### config.mk
export PLATFORM = sky130hd
export DESIGN_NAME = fifo_rr_arbiter
export DESIGN_NICKNAME = d
export VERILOG_FILES = /design/src/rtl/fifo_rr_arbiter.sv
export SDC_FILE = /design/constraint.sdc
export NUM_CORES = 1
export LEC_CHECK = 0
export CAP_MARGIN = 10
export CORE_AREA = 2 2 61 63
export CTS_CLUSTER_SIZE = 14
export DETAILED_ROUTE_END_ITERATION = 8
export DIE_AREA = 0 0 63 65
export GPL_TIMING_DRIVEN = 0
export PLACE_DENSITY_LB_ADDON = 0.05
export SYNTH_ARGS = -nofsm -noshare
export SYNTH_HDL_FRONTEND = slang
export SYNTH_SLANG_ARGS = --single-unit
### constraint.sdc
create_clock -name CLK -period 3.05 [get_ports CLK]
set_input_delay 0.4575 -clock CLK [delete_from_list [all_inputs] [get_ports CLK]]
set_output_delay 0.4575 -clock CLK [all_outputs]
set_load 0.02 [all_outputs]
### src/rtl/fifo_rr_arbiter.sv
// Round-robin arbiter that merges N bypass-FIFO streams onto one registered output.
// Grants are held per tenure until the owner stops requesting or hits the burst cap.
module fifo_rr_arbiter #(
    parameter int N         = 3,
    parameter int WIDTH     = 8,
    parameter int MAX_BURST = 8,
    localparam int IDX_W    = (N > 1) ? $clog2(N) : 1
) (
    input  logic               CLK,
    input  logic               Reset,
    input  logic [N-1:0]       i_Req,
    input  logic [N-1:0]       i_Valid,
    input  logic [N*WIDTH-1:0] i_Data,
    output logic [N-1:0]       o_Grant,
    output logic               o_Valid,
    output logic [WIDTH-1:0]   o_Data,
    output logic [IDX_W-1:0]   o_Owner,
    output logic               o_Busy,
    output logic               o_Collision
);

    typedef enum logic {IDLE, GRANT} state_t;

    state_t             state_reg, state_next;
    logic [N-1:0]       grant_reg, grant_next;
    logic [IDX_W-1:0]   owner_reg, owner_next;
    logic [IDX_W-1:0]   last_owner_reg, last_owner_next;
    logic [7:0]         count_reg, count_next;
    logic               valid_reg, valid_next;
    logic [WIDTH-1:0]   data_reg, data_next;
    logic               coll_reg, coll_next;

    logic [WIDTH-1:0]   slice [N];
    logic               beat;
    logic               cap_hit;
    logic               release_now;
    logic [IDX_W-1:0]   base;
    logic [IDX_W-1:0]   pick;
    logic               found;
    int                 idx;

    genvar gi;
    generate
        for (gi = 0; gi < N; gi++) begin : g_slice
            assign slice[gi] = i_Data[gi*WIDTH +: WIDTH];
        end
    endgenerate

    // Scan upward from base+1 with wrap; base itself is the last candidate,
    // which is what lets a capped lone requester be re-granted.
    always_comb begin
        pick  = '0;
        found = 1'b0;
        idx   = 0;
        base  = (state_reg == GRANT) ? owner_reg : last_owner_reg;
        for (int off = 1; off <= N; off++) begin
            idx = int'(base) + off;
            if (idx >= N) idx = idx - N;
            if (!found && i_Req[IDX_W'(idx)]) begin
                pick  = IDX_W'(idx);
                found = 1'b1;
            end
        end
    end

    always_comb begin
        state_next      = state_reg;
        grant_next      = grant_reg;
        owner_next      = owner_reg;
        last_owner_next = last_owner_reg;
        count_next      = count_reg;
        beat            = (state_reg == GRANT) && i_Valid[owner_reg];
        cap_hit         = (count_reg == 8'(MAX_BURST - 1));
        release_now     = (state_reg == GRANT) && (!i_Req[owner_reg] || (beat && cap_hit));
        valid_next      = beat;
        data_next       = beat ? slice[owner_reg] : data_reg;
        coll_next       = |(i_Valid & ~grant_reg);

        case (state_reg)
            IDLE: begin
                if (found) begin
                    state_next        = GRANT;
                    owner_next        = pick;
                    grant_next        = '0;
                    grant_next[pick]  = 1'b1;
                    count_next        = '0;
                end
            end
            GRANT: begin
                if (release_now) begin
                    last_owner_next = owner_reg;
                    count_next      = '0;
                    if (found) begin
                        owner_next       = pick;
                        grant_next       = '0;
                        grant_next[pick] = 1'b1;
                    end else begin
                        state_next = IDLE;
                        grant_next = '0;
                    end
                end else if (beat) begin
                    count_next = count_reg + 8'd1;
                end
            end
            default: state_next = IDLE;
        endcase
    end

    always_ff @(posedge CLK) begin
        if (Reset) begin
            state_reg      <= IDLE;
            grant_reg      <= '0;
            owner_reg      <= '0;
            last_owner_reg <= IDX_W'(N - 1);
            count_reg      <= '0;
            valid_reg      <= 1'b0;
            data_reg       <= '0;
            coll_reg       <= 1'b0;
        end else begin
            state_reg      <= state_next;
            grant_reg      <= grant_next;
            owner_reg      <= owner_next;
            last_owner_reg <= last_owner_next;
            count_reg      <= count_next;
            valid_reg      <= valid_next;
            data_reg       <= data_next;
            coll_reg       <= coll_next;
        end
    end

    assign o_Grant     = grant_reg;
    assign o_Valid     = valid_reg;
    assign o_Data      = data_reg;
    assign o_Owner     = owner_reg;
    assign o_Busy      = (state_reg == GRANT);
    assign o_Collision = coll_reg;

endmodule

## Word level (Yosys, flattened, before mapping)

Cells that the tools add are included.

- Bits of input ports: 32
- Register bits after elaboration: 26
- Output and inout bits: 16
- Word-level logic and storage cells: 89

- Multiplexer cells: 42
- Reduce and logical (&&, ||, !) cells: 14
- Order comparisons: 10
- Eq/ne operators: 4
- Bitwise operators: 4
- Add/subtract/negate cells: 7

Operators with widths:

| cell | number |
|---|---|
| 8-bit 2-to-1 mux | 5 |
| 2-bit 2-to-1 mux | 9 |
| 8-bit binary-select mux with 2-bit select | 1 |
| 8-bit case mux with 2 select lines | 1 |
| 1-bit 2-to-1 mux | 14 |
| 2-bit by 4-bit < comparator with 1-bit output (second input constant) | 3 |
| 1-bit binary-select mux with 2-bit select | 5 |
| 3-bit by 2-bit >= comparator with 1-bit output (second input constant) | 3 |
| 3-bit 2-to-1 mux | 3 |
| 8-bit by 1-bit adder with 8-bit output (second input constant) | 1 |
| 8-bit by 3-bit equality test with 1-bit output (second input constant) | 1 |
| 2-bit by 2-bit adder with 3-bit output (second input constant) | 2 |
| 1-bit logical AND | 6 |
| 2-bit by 3-bit < comparator with 1-bit output (second input constant) | 2 |
| 3-bit case mux with 2 select lines | 1 |
| 2-bit AND reduction | 3 |
| 2-bit subtractor (second input constant) | 3 |
| 2-bit case mux with 2 select lines | 1 |
| 2-bit by 1-bit adder with 3-bit output (second input constant) | 1 |
| 3-bit bitwise AND | 1 |
| 3-bit >= comparator (second input constant) | 1 |
| 1-bit logical NOT | 3 |
| 3-bit by 1-bit inequality test with 1-bit output (second input constant) | 1 |
| 2-bit NOT with 3-bit output | 1 |
| other kinds (9) | 9 |

## Depth between registers and ports, before layout

- Depth in word-level cells: 21
- Depth in mapped cells: 10
- Mapped depth without buffers: 9

## Least setup slack after synthesis

OpenSTA, ideal clock, no wires.

- Path type: register -> register
- Start: register state_reg (netlist: o_Busy)
- End: register count_reg[3]
- Period minus slack after synthesis: 2.576 ns
- Cell stages (with the launch flop): 11
- Arrival: 2.488 ns
- Path buffers: 2
- Setup time: 0.088 ns
- Data required time: 2.962 ns
- Path slack: 0.474 ns
- Cell sequence: dfxtp_1 -> buf_6 -> mux2i_1 -> inv_1 -> ha_1 -> a22o_1 -> a211oi_2 -> o221ai_4 -> a211o_1 -> buf_4 -> a311oi_2

- Cells in the longest elaborated chain, start to end: 16
- Elaborated cells on any way between the ends: 39
- Classes of those cells: add/sub: 6; order compare: 3; eq/ne: 2; mux: 18; bitwise: 1; reduce/logical: 9

Ends and longest elaborated chain:

| what | RTL line | RTL |
|---|---|---|
| start, declared | 24 | `state_t state_reg, state_next;` |
| start signal, assigned | 120 | `state_reg <= state_next;` |
| 2-bit 2-to-1 mux | 55 | `base = (state_reg == GRANT) ? owner_reg : last_owner_reg;` |
| 2-bit by 1-bit adder with 3-bit output | 57 | `idx = int'(base) + off;` |
| 3-bit by 2-bit >= comparator with 1-bit output or 2-bit subtractor (tied branches) | 58 | `if (idx >= N) idx = idx - N;` |
| 2-bit 2-to-1 mux | 58 |  |
| 1-bit binary-select mux with 2-bit select | 59 | `if (!found && i_Req[IDX_W'(idx)]) begin` |
| 1-bit 2-to-1 mux (not written as such) (2 in a row) | 59 |  |
| 1-bit 2-to-1 mux | 59 |  |
| 1-bit logical NOT | 59 |  |
| 1-bit logical AND | 59 |  |
| 1-bit 2-to-1 mux | 59 |  |
| 1-bit logical NOT | 59 |  |
| 1-bit logical AND | 59 |  |
| 1-bit 2-to-1 mux | 59 |  |
| 2-bit inequality test (no line) | - |  |
| 2-bit AND reduction (no line) | - |  |
| end signal, assigned | 124 | `count_reg <= count_next;` |
| end, declared | 28 | `logic [7:0] count_reg, count_next;` |

Several ways; a longest one is shown, not always the timed one. The select of a mux whose other input is x is not followed.
A chain may end at the register's enable or synchronous reset.

## Final worst setup path

Ends and elaborated chain as after synthesis.

==> flow_summary.json <==
{
  "cp.depth": 10,
  "wire_per_inst_um": 13.6,
  "start_util_pct": 44.1,
  "grt_pass1_wl_mm": 6.33,
  "cp_max_fo": 10,
  "synth_top_flop_cell": "dfxtp_1",
  "ys_seq_area_share_pct": 33.8,
  "yosysTopAreaCell": "dfxtp_1",
  "netlist_area_um2": 1540,
  "synthArstFlopShare_pct": 0,
  "cellPowerDensity_nw_per_um2": 772,
  "synth_edf_count": 0,
  "via_count": 1501,
  "max-slew-margin-rel_pct": 63.9,
  "die_area_um2": 4100,
  "clk_pin_slew_ps": 150,
  "synth_top_area_share_pct": 33.8,
  "rsz0062_at_grt": "false",
  "first_iter_violations": 58,
  "routed_wirelength_mm": 3.80,
  "cts_setup_buffers": 0,
  "finalCritPeriodShare_pct": 90.7,
  "synth_most_common_cell": "nor2_1",
  "syn_avg_cell_area_um2": 8.56,
  "tightest_slew_ps": 540,
  "cts_max_level": 1,
  "grtUsageTotal_pct": 19.3,
  "dr.pass1.iters": 4,
  "synth_nets": 215,
  "cts_root_buf": "clkbuf_4",
  "gp_congestion": 0.861,
  "leakagePower_nw": 0.785,
  "cts_buffer_depth": 2,
  "syn_to_final_growth_pct": 37.8,
  "ios": 48,
  "die_x_um": 63,
  "setup.worst_path.end_class": "flop",
  "synthTopCellsByArea": "dfxtp_1, mux2i_1, nor2_1, a21oi_1, a211oi_1",
  "fmax_mhz": 362,
  "dp_hpwl_mm": 3.03,
  "maxSlewViolCount": 0,
  "maxCapViolations": 0,
  "path_delay_family": "compound AO/OA/AOI/OAI gates",
  "yosys-top-cells-count": "nor2_1, dfxtp_1, a21oi_1",
  "cts_tree": "built",
  "arrival_ps": 3030,
  "fp.dieH_um": 65,
  "rows": 22,
  "antenna_found_initial": 0,
  "slowest_delay_ps": 430,
  "synthDistinctLibCells": 49,
  "numCtsBuffers": 3,
  "hold_viol_final": 0,
  "viasPerCell": 5.38,
  "ys_warn_count": 0,
  "period_needed_ps": 2770,
  "reg2reg_depth": 10,
  "cts.repair.resized": 0,
  "cts.sinks": 26,
  "drive_gt1_share_pct": 9.09,
  "fin_hold_ws_ps": 497,
  "nets": 267,
  "critPathRequiredTime_ps": 3310,
  "crit_slowest_cell": "dfxtp_1",
  "overflow": 0,
  "insertion_delay_ps": 330,
  "diodes": 0,
  "setup_violations": 0,
  "cp-start-kind": "flop",
  "ant_nets": 0,
  "status": "finished, final reports clean",
  "whs_path_depth": 2,
  "grt_max_degree": 16,
  "fillers": 339,
  "ir_drop_v": 0.000394,
  "path_cells": "buf_6, mux2i_1, inv_1, ha_1, a22o_1, a211oi_2, o221ai_4, a211o_1, buf_4, a311oi_2",
  "fin_setup_tns_ps": 0,
  "hold_buffers": 0,
  "synth-seq-cells": 26,
  "drc": 0,
  "hold_class": "reg2reg",
  "fp.coreArea_um2": 3500,
  "grt_pass1_vias": 1403,
  "portBuffers": 47,
  "synth_cells": 180,
  "worst-path-buf-inv": 3,
  "worstSetupPathType": "reg2reg",
  "fin_skew_ps": 9.25
}
-- cell type report --
class / count / area (um^2) / share of cell area [%]
plain buffers: 10 / 56.3 / 2.65
multi-input cells: 132 / 920 / 43.3
repair buffers: 47 / 470 / 22.1
inverters: 12 / 45.0 / 2.12
flip-flops and latches: 26 / 520 / 24.5
clock buffers: 3 / 22.5 / 1.06
clock inverters: 1 / 30.0 / 1.41
well taps: 48 / 60.1 / 2.83
-- worst reg2reg max path: stages (launching register included) --
cell and delay, ps:
dfxtp_1 430, buf_6 180, mux2i_1 340, inv_1 80, ha_1 240, a22o_1 200
a211oi_2 330, o221ai_4 220, a211o_1 330, buf_4 170, a311oi_2 180
-- per-layer routing --
metal / wire [um] / GRT usage [%] / part of all wire, %
met3: 221 / 3.47 / 5.8
met4: 40 / 6.39 / 1.1
met2: 1870 / 35.4 / 49
met5: 0 / 0 / 0
met1: 1670 / 22.7 / 44
-- cell families (layout without fill, tap and decap cells) --
| group | count (synthesis) | in the layout | share of synthesized area [%] |
|---|---|---|---|
| and+or+nand+nor | 60 | 60 | 18.3 |
| AOI/OAI and AO/OA | 54 | 54 | 29.3 |
| DFF | 26 | 26 | 33.8 |
| buffers and inverters | 22 | 73 | 6.57 |
| muxes | 14 | 14 | 9.09 |
| adders and majority gates | 3 | 3 | 2.44 |
| xor gates and xnor gates | 1 | 1 | 0.568 |
-- placed cells by master (no fill, tap or decap), types with 3 or more instances in the layout --
cell type	netlist	final
nor2_1	32	32
nand2_1	5	5
inv_1	12	12
buf_2	3	3
dfxtp_1	26	26
clkbuf_4	0	3
clkbuf_1	3	3
nand3_1	4	4
o21ai_0	4	4
a211oi_1	8	8
or3_1	5	5
ha_1	3	3
mux2i_1	14	14
a21oi_1	15	15
o21a_1	3	3
clkdlybuf4s50_1	0	47
-- power by group --
group	switching, W	internal (W)
Clock	0.000109	0.000133
Sequential	0.0000411	0.000412
Combinational	0.000519	0.000427
Total	0.000669	0.000972
-- through the flow --
step / utilization (%) / instance area [um^2] / std cells / total power (W) / worst slack (ps)
6_report: 60.8 / 2120 / 279 / 0.00164 / 285
5_1_grt: 60.8 / 2120 / 279 / 0.00176 / 45.3
4_1_cts: 60.8 / 2120 / 279 / 0.00165 / 241
3_3_place_gp: 59.3 / 2070 / 275 / 0.00139 / 378
2_1_floorplan: - / 1540 / 180 / 0.00112 / 474
3_5_place_dp: 59.3 / 2070 / 275 / 0.00141 / 296
-- final timing paths --
path	from	endpoint	slack (ps)
worst max-delay path	o_Busy$_SDFF_PP0_	count_reg[3]$_SDFFE_PP0P_	280
worst min-delay path	o_Grant[2]$_SDFFE_PP0P_	o_Grant[2]$_SDFFE_PP0P_	500
worst max register to register	o_Busy$_SDFF_PP0_	count_reg[3]$_SDFFE_PP0P_	280
worst min register to register	o_Grant[2]$_SDFFE_PP0P_	o_Grant[2]$_SDFFE_PP0P_	500
Note: power is estimated with default switching activity, not from simulation.
